## src/rtl/seg_scan_display_pkg.sv

```systemverilog
// Shared constants for the multiplexed 7-segment display path:
// blank pattern, anode polarity and the active-low hex glyph set (bits 6..0 = g..a).
package seg_scan_display_pkg;

   localparam logic [7:0]  SEG_BLANK    = 8'hFF;
   localparam logic        ANODE_ACTIVE = 1'b0;
   localparam int unsigned PWM_LEVELS   = 16;

   localparam logic [6:0] GLYPH_0 = 7'h40;
   localparam logic [6:0] GLYPH_1 = 7'h79;
   localparam logic [6:0] GLYPH_2 = 7'h24;
   localparam logic [6:0] GLYPH_3 = 7'h30;
   localparam logic [6:0] GLYPH_4 = 7'h19;
   localparam logic [6:0] GLYPH_5 = 7'h12;
   localparam logic [6:0] GLYPH_6 = 7'h02;
   localparam logic [6:0] GLYPH_7 = 7'h78;
   localparam logic [6:0] GLYPH_8 = 7'h00;
   localparam logic [6:0] GLYPH_9 = 7'h10;
   localparam logic [6:0] GLYPH_A = 7'h08;
   localparam logic [6:0] GLYPH_B = 7'h03;
   localparam logic [6:0] GLYPH_C = 7'h46;
   localparam logic [6:0] GLYPH_D = 7'h21;
   localparam logic [6:0] GLYPH_E = 7'h06;
   localparam logic [6:0] GLYPH_F = 7'h0E;

endpackage

```

## src/rtl/seg_scan_display_hex_seg_decoder.sv

```systemverilog
// Combinational hex nibble to active-low 7-segment pattern (bits 6..0 = g..a).
module hex_seg_decoder
   import seg_scan_display_pkg::*;
(
   input  logic [3:0] nibble_i,
   output logic [6:0] seg_o
);

   // Glyph lookup
   always_comb begin
      seg_o = SEG_BLANK[6:0];
      case (nibble_i)
         4'h0:    seg_o = GLYPH_0;
         4'h1:    seg_o = GLYPH_1;
         4'h2:    seg_o = GLYPH_2;
         4'h3:    seg_o = GLYPH_3;
         4'h4:    seg_o = GLYPH_4;
         4'h5:    seg_o = GLYPH_5;
         4'h6:    seg_o = GLYPH_6;
         4'h7:    seg_o = GLYPH_7;
         4'h8:    seg_o = GLYPH_8;
         4'h9:    seg_o = GLYPH_9;
         4'hA:    seg_o = GLYPH_A;
         4'hB:    seg_o = GLYPH_B;
         4'hC:    seg_o = GLYPH_C;
         4'hD:    seg_o = GLYPH_D;
         4'hE:    seg_o = GLYPH_E;
         4'hF:    seg_o = GLYPH_F;
         default: seg_o = SEG_BLANK[6:0];
      endcase
   end

endmodule

```

## src/rtl/seg_scan_display.sv

```systemverilog
// Time-multiplexed common-anode 7-segment scanner with shadow load,
// leading-zero blanking, 16-level PWM brightness and a frame-done strobe.
module seg_scan_display
   import seg_scan_display_pkg::*;
#(
   parameter int NUM_DIGITS = 4,
   parameter int TICK_DIV   = 100000,
   parameter int DIV_W      = 17
)(
   input  logic                    clk,
   input  logic                    reset,
   input  logic [4*NUM_DIGITS-1:0] data,
   input  logic [NUM_DIGITS-1:0]   dp_in,
   input  logic [NUM_DIGITS-1:0]   digit_en,
   input  logic                    blank_lz,
   input  logic [3:0]              brightness,
   input  logic                    update,
   output logic [NUM_DIGITS-1:0]   anode,
   output logic [7:0]              catode,
   output logic                    frame_done
);

   localparam int                IDX_W     = $clog2(NUM_DIGITS);
   localparam logic [DIV_W-1:0]  TICK_LAST = DIV_W'(TICK_DIV - 1);
   localparam logic [IDX_W-1:0]  IDX_LAST  = IDX_W'(NUM_DIGITS - 1);
   localparam logic [DIV_W:0]    SUB       = (DIV_W+1)'(TICK_DIV / PWM_LEVELS);
   localparam logic [NUM_DIGITS-1:0] ANODE_OFF = {NUM_DIGITS{~ANODE_ACTIVE}};

   logic [DIV_W-1:0]        prescaler_q, prescaler_d;
   logic [IDX_W-1:0]        idx_q, idx_d;
   logic [4*NUM_DIGITS-1:0] shadow_data_q, shadow_data_d;
   logic [NUM_DIGITS-1:0]   shadow_dp_q, shadow_dp_d;
   logic [NUM_DIGITS-1:0]   anode_q, anode_d;
   logic [7:0]              catode_q, catode_d;
   logic                    frame_done_q, frame_done_d;

   logic                    tick_s;
   logic [NUM_DIGITS-1:0]   zero_blank_s;
   logic [3:0]              cur_nib_s;
   logic [6:0]              cur_seg_s;
   logic [DIV_W:0]          pwm_limit_s;
   logic                    in_window_s;
   logic                    lit_s;
   logic [NUM_DIGITS-1:0]   digit_onehot_s;

   hex_seg_decoder u_dec (
      .nibble_i (cur_nib_s),
      .seg_o    (cur_seg_s)
   );

   // Prescaler, digit index, frame strobe and shadow load
   always_comb begin
      tick_s        = (prescaler_q == TICK_LAST);
      prescaler_d   = prescaler_q + DIV_W'(1);
      idx_d         = idx_q;
      frame_done_d  = 1'b0;
      shadow_data_d = shadow_data_q;
      shadow_dp_d   = shadow_dp_q;
      if (tick_s) begin
         prescaler_d  = '0;
         frame_done_d = (idx_q == IDX_LAST);
         if (idx_q == IDX_LAST) begin
            idx_d = '0;
         end else begin
            idx_d = idx_q + IDX_W'(1);
         end
      end else begin
         prescaler_d = prescaler_q + DIV_W'(1);
      end
      if (update) begin
         shadow_data_d = data;
         shadow_dp_d   = dp_in;
      end else begin
         shadow_data_d = shadow_data_q;
         shadow_dp_d   = shadow_dp_q;
      end
   end

   // Leading-zero mask: a digit blanks only if it and everything above it are zero
   always_comb begin
      logic upper_zero;
      upper_zero   = 1'b1;
      zero_blank_s = '0;
      for (int i = NUM_DIGITS - 1; i >= 0; i--) begin
         upper_zero      = upper_zero & (shadow_data_q[4*i +: 4] == 4'h0);
         zero_blank_s[i] = blank_lz & upper_zero & (i != 0);
      end
   end

   // Current-slot glyph, PWM window and registered pin values
   always_comb begin
      cur_nib_s      = shadow_data_q[{idx_q, 2'b00} +: 4];
      pwm_limit_s    = ((DIV_W+1)'(brightness) + (DIV_W+1)'(1)) * SUB;
      in_window_s    = ({1'b0, prescaler_q} < pwm_limit_s);
      lit_s          = digit_en[idx_q] & ~zero_blank_s[idx_q] & in_window_s;
      digit_onehot_s = {{(NUM_DIGITS-1){1'b0}}, 1'b1} << idx_q;
      anode_d        = ANODE_OFF;
      catode_d       = SEG_BLANK;
      if (lit_s) begin
         anode_d  = ANODE_ACTIVE ? digit_onehot_s : ~digit_onehot_s;
         catode_d = {~shadow_dp_q[idx_q], cur_seg_s};
      end else begin
         anode_d  = ANODE_OFF;
         catode_d = SEG_BLANK;
      end
   end

   // State and output registers
   always_ff @(posedge clk or posedge reset) begin
      if (reset) begin
         prescaler_q   <= '0;
         idx_q         <= '0;
         shadow_data_q <= '0;
         shadow_dp_q   <= '0;
         anode_q       <= ANODE_OFF;
         catode_q      <= SEG_BLANK;
         frame_done_q  <= 1'b0;
      end else begin
         prescaler_q   <= prescaler_d;
         idx_q         <= idx_d;
         shadow_data_q <= shadow_data_d;
         shadow_dp_q   <= shadow_dp_d;
         anode_q       <= anode_d;
         catode_q      <= catode_d;
         frame_done_q  <= frame_done_d;
      end
   end

   assign anode      = anode_q;
   assign catode     = catode_q;
   assign frame_done = frame_done_q;

endmodule

```

## config.mk

```make
export PLATFORM = sky130hd
export DESIGN_NAME = seg_scan_display
export DESIGN_NICKNAME = d
export VERILOG_FILES = /design/src/rtl/seg_scan_display_pkg.sv /design/src/rtl/seg_scan_display_hex_seg_decoder.sv /design/src/rtl/seg_scan_display.sv
export SDC_FILE = /design/constraint.sdc
export NUM_CORES = 1
export LEC_CHECK = 0
export BUFFER_PORTS_ARGS = -buffer_cell sky130_fd_sc_hd__buf_2
export CAP_MARGIN = 20
export CORE_MARGIN = 5
export CORE_UTILIZATION = 30
export DETAILED_ROUTE_END_ITERATION = 10
export SYNTH_ARGS = -nofsm -noshare
export SYNTH_HDL_FRONTEND = slang
export SYNTH_SLANG_ARGS = --single-unit
export TNS_END_PERCENT = 20
```

## constraint.sdc

```tcl
create_clock -name clk -period 3.3 [get_ports clk]
set_input_delay 0.495 -clock clk [delete_from_list [all_inputs] [get_ports clk]]
set_output_delay 0.495 -clock clk [all_outputs]
set_load 0.01 [all_outputs]
```

==> flow_summary.toml, run 1 <==
[synthesis]
synth_fp_nets = 436
ys_async_sr_fraction_pct = 100.0
syn_avg_cell_area_um2 = 10.73
synth-main-ff-cell = "dfrtp_1"
synth_area_mm2 = 0.003704
synth-edff-count = 0
ys_seq_area_share_pct = 35.54
synth_warnings = 0
ys_ff_latch = 52
ys_types = 50
synthesis.instances = 345

[grt]
grt_overflow = 0
grt.busiest_layer = "met2"
grt_pass1_vias = 3005
grtUsageMet3_pct = 2.378
grt_max_degree = 53
grt_pass1_wl_um = 13920
grt_usage_pct = 11.41
antenna_found_initial = 0
use_met1_pct = 14.79
met2_usage_pct = 19.90

[finish]
fin_util_pct = 40.85
drive_gt1_share_pct = 39.86
syn_to_final_growth_pct = 33.04
antennaDiodeCount = 0
nets = 529
seq_area_mm2 = 0.001316
multi_input_area_mm2 = 0.002496
nFillCells = 1151

[critical_path]
r2r_start = "idx_q[1]"
critPathTopFamily = "adder cells"
critPathMaxFanout = 6
reg2reg_depth = 7
path_class = "primary input to register"
slowest_stage = "or3_4"
r2r-end = "catode[3]"
worst_setup_path_start_kind = "primary input"
crit_path_frequent_cell = "ha_1"
slowest_delay_ns = 0.35
rrSetupSlack_ns = 0.94
path_cells = "buf_12 -> ha_4 -> xor2_4 -> buf_6 -> ha_1 -> xor2_1 -> ha_1 -> ha_2 -> or3_4 -> o221a_4 -> o21ai_2 -> nand2b_1 -> xnor2_1 -> ha_1 -> a21oi_2 -> o221ai_2 -> a31oi_1 -> o21ai_1 -> a31oi_2 -> buf_4 -> clkbuf_16 -> nand2_2"
cp.required_ns = 3.51
timing.critical_path.buf_inv = 4
crit_arrival_ns = 4.46
endpoint_kind = "register"

[drt]
viasPerCell = 4.751
drtAntennaViolNets = 0
wire_per_inst_um = 13.49
first_pass_iters = 4
drt_iter0_markers = 114
drc_errors = 0
vias = 2884
drt_wl_total_um = 8190

[floorplanning]
num_io_pins = 45
die_height_um = 121.1
rows = 40
die_area_mm2 = 0.01467
start_util_pct = 30.71
die_x_um = 121.1
core_area_mm2 = 0.01206

[timing]
grt_setup_unrepaired = "yes"
setup_viol = 12
finalWorstSetupSlack_ns = -0.9496
slew-limit-headroom_pct = 63.24
hold_violations = 0
final_max_slew_viol_count = 0
fin_skew_ns = 0.007795
timing.hold.ws_ns = 0.1394
min_period_over_period_pct = 128.8
fmax_mhz = 235.3
min_period_ns = 4.250
worstMarginPinSlew_ns = 0.5514

[pwr]
swShare_pct = 29.34
power_frac_seq_pct = 36.1
p_leak_nw = 2.262
cellInternalPower_mw = 1.375
p_per_area_mw_per_mm2 = 394.8
switchingPower_mw = 0.5707
comb_power_share_pct = 37.2
power_frac_clock_pct = 26.6
vdd_drop_max_uv = 246.3

[clock_tree]
clockBufferDepth = 2
numCtsBuffers = 5
cts-root-buf = "clkbuf_16"
clk_latency_ns = 0.28
path_clk_slew_ns = 0.07
cts.sinks = 52
cts_tree = "done"
htreeDepth = 2

[placed_design]
dpl.hpwl_um = 6294
portBuffers = 44
place_ws_ns = -1.342
finalWeightedCongestion = 0.8097

[run]
drv_cap = 0

[status]
violations = "negative setup slack"
status = "finished with violations"

[min_path]
min_path_type = "primary input to async pin"
[synthesized netlist by cell type (all sizes together) (6+ instances only)]
cell | number | share of area [%]
mux2 | 23 | 7.1
nand2 | 28 | 2.8
xor2 | 15 | 3.5
mux4 | 7 | 4.7
nor2 | 17 | 1.7
dfstp | 12 | 8.5
o21ai | 16 | 2.2
nand3 | 11 | 1.5
dfrtp | 40 | 27
a21oi | 12 | 1.6
xnor2 | 13 | 3.1
inv | 21 | 2.1
ha | 58 | 20
nand4 | 6 | 1.0
[worst reg2reg max path: stages, from the launching register on]
cell,delay (ns)
dfrtp_1,0.61
mux4_1,0.77
inv_1,0.17
ha_1,0.15
inv_1,0.05
mux4_2,0.45
clkinv_1,0.05
nand2_1,0.05
[sequential cells by signal, summed over array words and instances (netlist names)]
name,cells
prescaler_q,17
idx_q,2
shadow_data_q,16
anode,4
shadow_dp_q,4
catode,8
frame_done,1
[cells by family (layout without fill, tap and decap cells)]
group	Yosys count	in the layout	share of synthesized area, %
XOR/XNOR	28	28	6.622
AND/OR/NAND/NOR	86	86	11.42
flip-flops	52	52	35.54
AO/OA/AOI/OAI	57	57	10.07
buffers and inverters	30	124	3.649
adder cells (fa/ha/maj)	59	59	20.14
multiplexers	33	33	12.57
[final cells by class]
class | instances | area share [%]
clock buffer | 7 | 2.895
sequential | 52 | 26.71
tap | 168 | 4.266
multi-input combinational | 263 | 50.66
timing repair buffer | 94 | 13.64
clock inverter | 1 | 0.1524
inverter | 22 | 1.676
[placed cells by master, fill, tap and decap left out, types with 12 or more instances in the layout]
master / synthesis / layout
xor2_1: 15 / 14
buf_2: 0 / 41
buf_4: 0 / 44
nand2_1: 28 / 24
dfrtp_1: 40 / 40
dfstp_2: 12 / 12
mux2_2: 22 / 22
ha_1: 58 / 47
inv_1: 21 / 18
nor2_1: 17 / 17
[power groups by stage]
stage	Sequential [mW]	Combinational, mW	Clock (mW)
detailed placement	0.715	0.615	0
floorplan	0.715	0.380	0
CTS	0.703	0.672	0.529
finish	0.703	0.725	0.518
global route	0.707	0.807	0.557
global placement	0.713	0.597	0
[through the flow]
step | total power [mW] | setup TNS, ns | std cells | cell area, µm²
finish | 1.945 | -11.04 | 607 | 4927
global route | 2.071 | -13.14 | 607 | 4927
CTS | 1.905 | -11.61 | 602 | 4776
detailed placement | 1.330 | -15.57 | 589 | 4451
global placement | 1.309 | -14.49 | 589 | 4451
floorplan | 1.095 | -9.777 | 345 | 3760
[routing by layer]
layer	up-vias	share of wire, %
met5	-	0
met4	0	0.42
met3	6	3.4
met2	34	50
met1	1409	46
li1	1435	-
[worst max path at each step]
stage / start / endpoint / slack (ns) / cells past startpoint
floorplan: brightness[0] / catode[6] / -0.86 / 21
global placement: brightness[1] / catode[2] / -1.25 / 20
detailed placement: brightness[0] / catode[2] / -1.34 / 20
CTS: brightness[2] / catode[5] / -0.99 / 23
global route: brightness[0] / anode[1] / -1.12 / 22
finish: brightness[0] / anode[2] / -0.95 / 22
[repair_timing]
| action | in CTS | in global routing |
|---|---|---|
| setup buffers | 4 | 5 |
| hold buffers | 0 | 0 |
| setup endpoints to repair | 12 | 12 |
| cloned | 1 | 0 |
| resized for setup | 18 | 28 |
| pin swaps | 19 | 27 |
Power figures use the tool's default switching activity.
==> run 2, diff against run 1 <==
--- a/config.mk
+++ b/config.mk
@@ -8,8 +8,9 @@
 export BUFFER_PORTS_ARGS = -buffer_cell sky130_fd_sc_hd__buf_2
 export CAP_MARGIN = 20
 export CORE_MARGIN = 5
-export CORE_UTILIZATION = 30
+export CORE_UTILIZATION = 47
 export DETAILED_ROUTE_END_ITERATION = 10
+export PLACE_DENSITY = 0.67
 export SYNTH_ARGS = -nofsm -noshare
 export SYNTH_HDL_FRONTEND = slang
 export SYNTH_SLANG_ARGS = --single-unit
==> flow_summary.toml, run 2 (synthesis results as in run 1) <==
[timing]
grt_setup_unrepaired = "yes"
fmax_mhz = 230.8
setup_viol = 12
min_period_ns = 4.333
slew-limit-headroom_pct = 65.62
min_period_over_period_pct = 131.3
worstMarginPinSlew_ns = 0.5157
finalWorstSetupSlack_ns = -1.033
final_max_slew_viol_count = 0
fin_skew_ns = 0.004849
hold_violations = 0

[critical_path]
endpoint_kind = "register"
critPathMaxFanout = 6
cp.required_ns = 3.52
crit_arrival_ns = 4.55
worst_setup_path_start_kind = "primary input"
path_class = "primary input to register"

[pwr]
switchingPower_mw = 0.5302
vdd_drop_max_uv = 359.5
power_frac_clock_pct = 24.0
power_frac_seq_pct = 39.3
p_per_area_mw_per_mm2 = 382.0
comb_power_share_pct = 36.7
totalPowerFinal_mw = 1.786
p_leak_nw = 2.225
cellInternalPower_mw = 1.255
swShare_pct = 29.69

[finish]
syn_to_final_growth_pct = 26.22
final_common_cell = "ha_1"
stdcell_area_mm2 = 0.004674
nets = 531
seq_area_mm2 = 0.001316
layout_common_cells = "ha_1, buf_4, buf_2, dfrtp_1, nand2_1"
fin_cells = 543
largest_reg_flops = 17
drive_gt1_share_pct = 37.19
multi_input_area_mm2 = 0.002375
fin_util_pct = 60.81
nFillCells = 653
antennaDiodeCount = 0
largest-register = "prescaler_q"

[status]
violations = "negative setup slack"
status = "finished with violations"

[clock_tree]
numCtsBuffers = 5
cts-root-buf = "clkbuf_8"
htreeDepth = 2
cts.sinks = 52
cts_tree = "done"
clk_latency_ns = 0.30
clockBufferDepth = 2
path_clk_slew_ns = 0.09

[placed_design]
place_ws_ns = -1.397
finalWeightedCongestion = 0.8693
dp.cells = 525
dpl-instance-area_mm2 = 0.004383
portBuffers = 44
dpl.hpwl_um = 5856

[drt]
viasPerCell = 5.258
drtAntennaViolNets = 0
wire_per_inst_um = 14.27
vias = 2855
drc_errors = 0
first_pass_iters = 4
drt_iter0_markers = 123
drt_wl_total_um = 7746

[run]
drv_cap = 0

[grt]
grt_overflow = 0
grt_usage_pct = 16.48
antenna_found_initial = 0
grt_pass1_vias = 2869
grt_max_degree = 53
grt_pass1_wl_um = 13440

[floorplanning]
core_area_mm2 = 0.007687
rows = 32
die_area_mm2 = 0.009756
die_height_um = 98.77
start_util_pct = 48.18
num_io_pins = 45
die_x_um = 98.77

[min_path]
min_path_type = "primary input to async pin"
## run 2: power by group through the flow
stage	combinational [mW]	clock, mW	sequential (mW)
after floorplan	0.380	0	0.715
after global placement	0.597	0	0.713
after detailed placement	0.610	0	0.714
after CTS	0.648	0.436	0.702
after global routing	0.740	0.471	0.708
final	0.655	0.428	0.703
## run 2: metrics by stage
| step | setup TNS [ns] | hold WS, ns |
|---|---|---|
| 5_1_grt | -14.31 | 0.07652 |
| 6_report | -12.13 | 0.08203 |
| 2_1_floorplan | -9.777 | 0.4549 |
| 3_5_place_dp | -16.19 | 0.4926 |
| 3_3_place_gp | -15.58 | 0.4731 |
| 4_1_cts | -11.16 | 0.4114 |
## run 2: critical path, cell delays in order
cell      delay (ns)
buf_8           0.11
ha_4            0.17
xor2_4          0.21
ha_4            0.18
xnor2_2         0.13
ha_1            0.30
ha_1            0.28
ha_2            0.18
buf_6           0.11
a21o_1          0.17
a211oi_2        0.24
o211ai_1        0.15
a31oi_1         0.23
buf_4           0.16
xor2_1          0.14
ha_1            0.29
nand3_2         0.11
o221ai_2        0.08
a31oi_1         0.20
o21ai_1         0.11
a31oi_2         0.27
buf_6           0.16
o211ai_1        0.09
## run 2: path summary, 6_finish.rpt
kind	to	start	slack, ns	cells after the start
max in group asynchronous	anode[0]	reset	2.69	3
min	prescaler_q[0]	reset	0.08	2
min reg2reg	prescaler_q[0]	prescaler_q[0]	0.51	1
max	catode[5]	brightness[1]	-1.03	23
max reg2reg	catode[3]	idx_q[1]	0.97	7
min in group clk	shadow_data_q[3]	data[3]	0.42	2
## run 2: area by class of cell
class	count	area share, %
Clock inverter	2	0.7495
Tap cell	102	2.730
Timing Repair Buffer	96	14.24
Multi-Input combinational cell	263	50.80
Clock buffer	6	1.552
Sequential cell	52	28.16
Inverter	22	1.767
## run 2: repair_timing
item                                    in CTS  in global routing
pin swaps                                   22                 10
buffers inserted                             7                  1
gates resized for setup                     20                  2
gates cloned                                 1                  0
hold buffers                                 0                  0
endpoints found under the setup margin      12                 12
## run 2: per-layer routing
| metal | routed length (µm) | vias up | track usage, % |
|---|---|---|---|
| met2 | 3581 | 53 | 25.52 |
| met3 | 298 | 6 | 3.114 |
| met5 | 0 | - | 0 |
| met1 | 3835 | 1362 | 24.46 |
| li1 | - | 1434 | - |
| met4 | 30 | 0 | 2.626 |
==> run 3, diff against run 2 <==
--- a/config.mk
+++ b/config.mk
@@ -8,9 +8,9 @@
 export BUFFER_PORTS_ARGS = -buffer_cell sky130_fd_sc_hd__buf_2
 export CAP_MARGIN = 20
 export CORE_MARGIN = 5
-export CORE_UTILIZATION = 47
+export CORE_UTILIZATION = 55
 export DETAILED_ROUTE_END_ITERATION = 10
-export PLACE_DENSITY = 0.67
+export PLACE_DENSITY = 0.76
 export SYNTH_ARGS = -nofsm -noshare
 export SYNTH_HDL_FRONTEND = slang
 export SYNTH_SLANG_ARGS = --single-unit
==> flow_summary.toml, run 3 (synthesis results as in run 1) <==
[clock_tree]
cts_tree = "done"
hold_buffers = 0
numCtsBuffers = 5
htreeDepth = 2
cts-root-buf = "clkbuf_8"
path_clk_slew_ns = 0.09
cts.sinks = 52
clockBufferDepth = 2
clk_latency_ns = 0.30

[finish]
syn_to_final_growth_pct = 26.11
largest_reg_flops = 17
nets = 519
antennaDiodeCount = 0
largest-register = "prescaler_q"
layout_common_cells = "ha_1, buf_2, dfrtp_1, buf_4, nand2_1"
fin_cells = 509
final_common_cell = "ha_1"
drive_gt1_share_pct = 38.00

[pwr]
p_per_area_mw_per_mm2 = 383.5
totalPowerFinal_mw = 1.791
vdd_drop_max_uv = 279.3
p_leak_nw = 2.172

[floorplanning]
die_height_um = 92.06
die_area_mm2 = 0.008475
rows = 30
start_util_pct = 55.43
core_area_mm2 = 0.006681
die_x_um = 92.06
num_io_pins = 45

[placed_design]
portBuffers = 44
dp.cells = 497
finalWeightedCongestion = 0.8838
dpl.hpwl_um = 5985

[grt]
grt_max_degree = 53
grt_pass1_wl_um = 13420
antenna_found_initial = 0
grt_pass1_vias = 2951
grt_overflow = 0
grt_usage_pct = 19.18

[drt]
first_pass_iters = 4
drt_iter0_markers = 196
drt_wl_total_um = 8493
viasPerCell = 5.794
vias = 2949
drtAntennaViolNets = 0
drc_errors = 0
wire_per_inst_um = 16.69

[critical_path]
worst_setup_path_start_kind = "primary input"
cp.required_ns = 3.52
critPathMaxFanout = 6
r2r-end = "catode[3]"
crit_arrival_ns = 4.40
rrSetupSlack_ns = 0.98
endpoint_kind = "register"
reg2reg_depth = 7
r2r_start = "idx_q[1]"
path_class = "primary input to register"

[min_path]
min_path_type = "primary input to async pin"

[timing]
hold_violations = 0
min_period_ns = 4.181
final_max_slew_viol_count = 0
finalWorstSetupSlack_ns = -0.8810
fin_skew_ns = 0.004581
worstMarginPinSlew_ns = 0.5144
timing.hold.ws_ns = 0.1044
min_period_over_period_pct = 126.7
setup_viol = 12
tns_ns = -10.35
grt_setup_unrepaired = "yes"
slew-limit-headroom_pct = 65.71
fmax_mhz = 239.2

[status]
status = "finished with violations"
violations = "negative setup slack"

[run]
drv_cap = 0
run 3: cell types whose count changed in the layout (fill, tap and decap cells not counted), sizes merged:
| cell | change |
|---|---|
| buf | -12 |
| bufinv | -1 |
| clkbuf | +1 |
run 3: through the flow:
| step | setup WS [ns] | instance area [µm²] | utilization [%] |
|---|---|---|---|
| floorplan | -0.8578 | 3760 | - |
| global route | -1.073 | 4671 | 69.91 |
| finish | -0.8810 | 4671 | 69.91 |
| detailed placement | -1.416 | 4298 | 64.33 |
| CTS | -0.8118 | 4482 | 67.08 |
| global placement | -1.388 | 4298 | 64.33 |
run 3: cell type report:
| cell class | instances | area (µm²) |
|---|---|---|
| repair buffers | 84 | 555.5 |
| flip-flops and latches | 52 | 1316 |
| clock buffers | 7 | 76.32 |
| well taps | 80 | 100.1 |
| multi-input cells | 263 | 2535 |
| clock inverters | 1 | 5.005 |
| fillers | 472 | 2011 |
| inverters | 22 | 82.58 |
run 3: how the worst max path moves through the flow:
| stage | endpoint | cells past startpoint | slack [ns] | start |
|---|---|---|---|---|
| 5_1_grt | catode[6] | 20 | -1.07 | brightness[1] |
| 2_1_floorplan | catode[6] | 21 | -0.86 | brightness[0] |
| 4_1_cts | catode[6] | 21 | -0.81 | brightness[1] |
| 3_3_place_gp | catode[2] | 19 | -1.39 | brightness[0] |
| 6_report | catode[6] | 20 | -0.88 | brightness[1] |
| 3_5_place_dp | catode[2] | 19 | -1.42 | brightness[0] |
run 3: power by group:
| part | total (mW) | switching [mW] | leakage, nW | internal [mW] |
|---|---|---|---|---|
| Sequential | 0.702 | 0.0196 | 0.625 | 0.682 |
| Combinational | 0.742 | 0.356 | 1.50 | 0.385 |
| Clock | 0.348 | 0.198 | 0.0422 | 0.149 |
run 3: layer usage:
metal	up-vias	wire length, µm	global-route usage, %
li1	1411	-	-
met1	1447	3824	26.58
met2	73	4165	31.45
met3	18	340	3.938
met4	0	163	3.465
met5	-	0	0
run 3: repair_timing:
item,4_1_cts,5_1_grt
pin swaps,22,20
setup endpoints to repair,12,12
gates cloned,1,0
resized for setup,18,23
buffers inserted,1,1
run 3: worst max-delay path, stage by stage:
cell	delay, ns
buf_8	0.11
ha_4	0.17
and3_4	0.19
ha_4	0.17
xnor2_2	0.13
ha_2	0.19
a21o_1	0.21
ha_4	0.24
ha_4	0.15
or3_4	0.38
o22ai_2	0.19
xor2_1	0.22
ha_1	0.30
a21oi_1	0.16
nand2_1	0.13
a2111oi_4	0.34
o21ai_1	0.12
a31oi_2	0.25
buf_6	0.16
o211ai_1	0.08
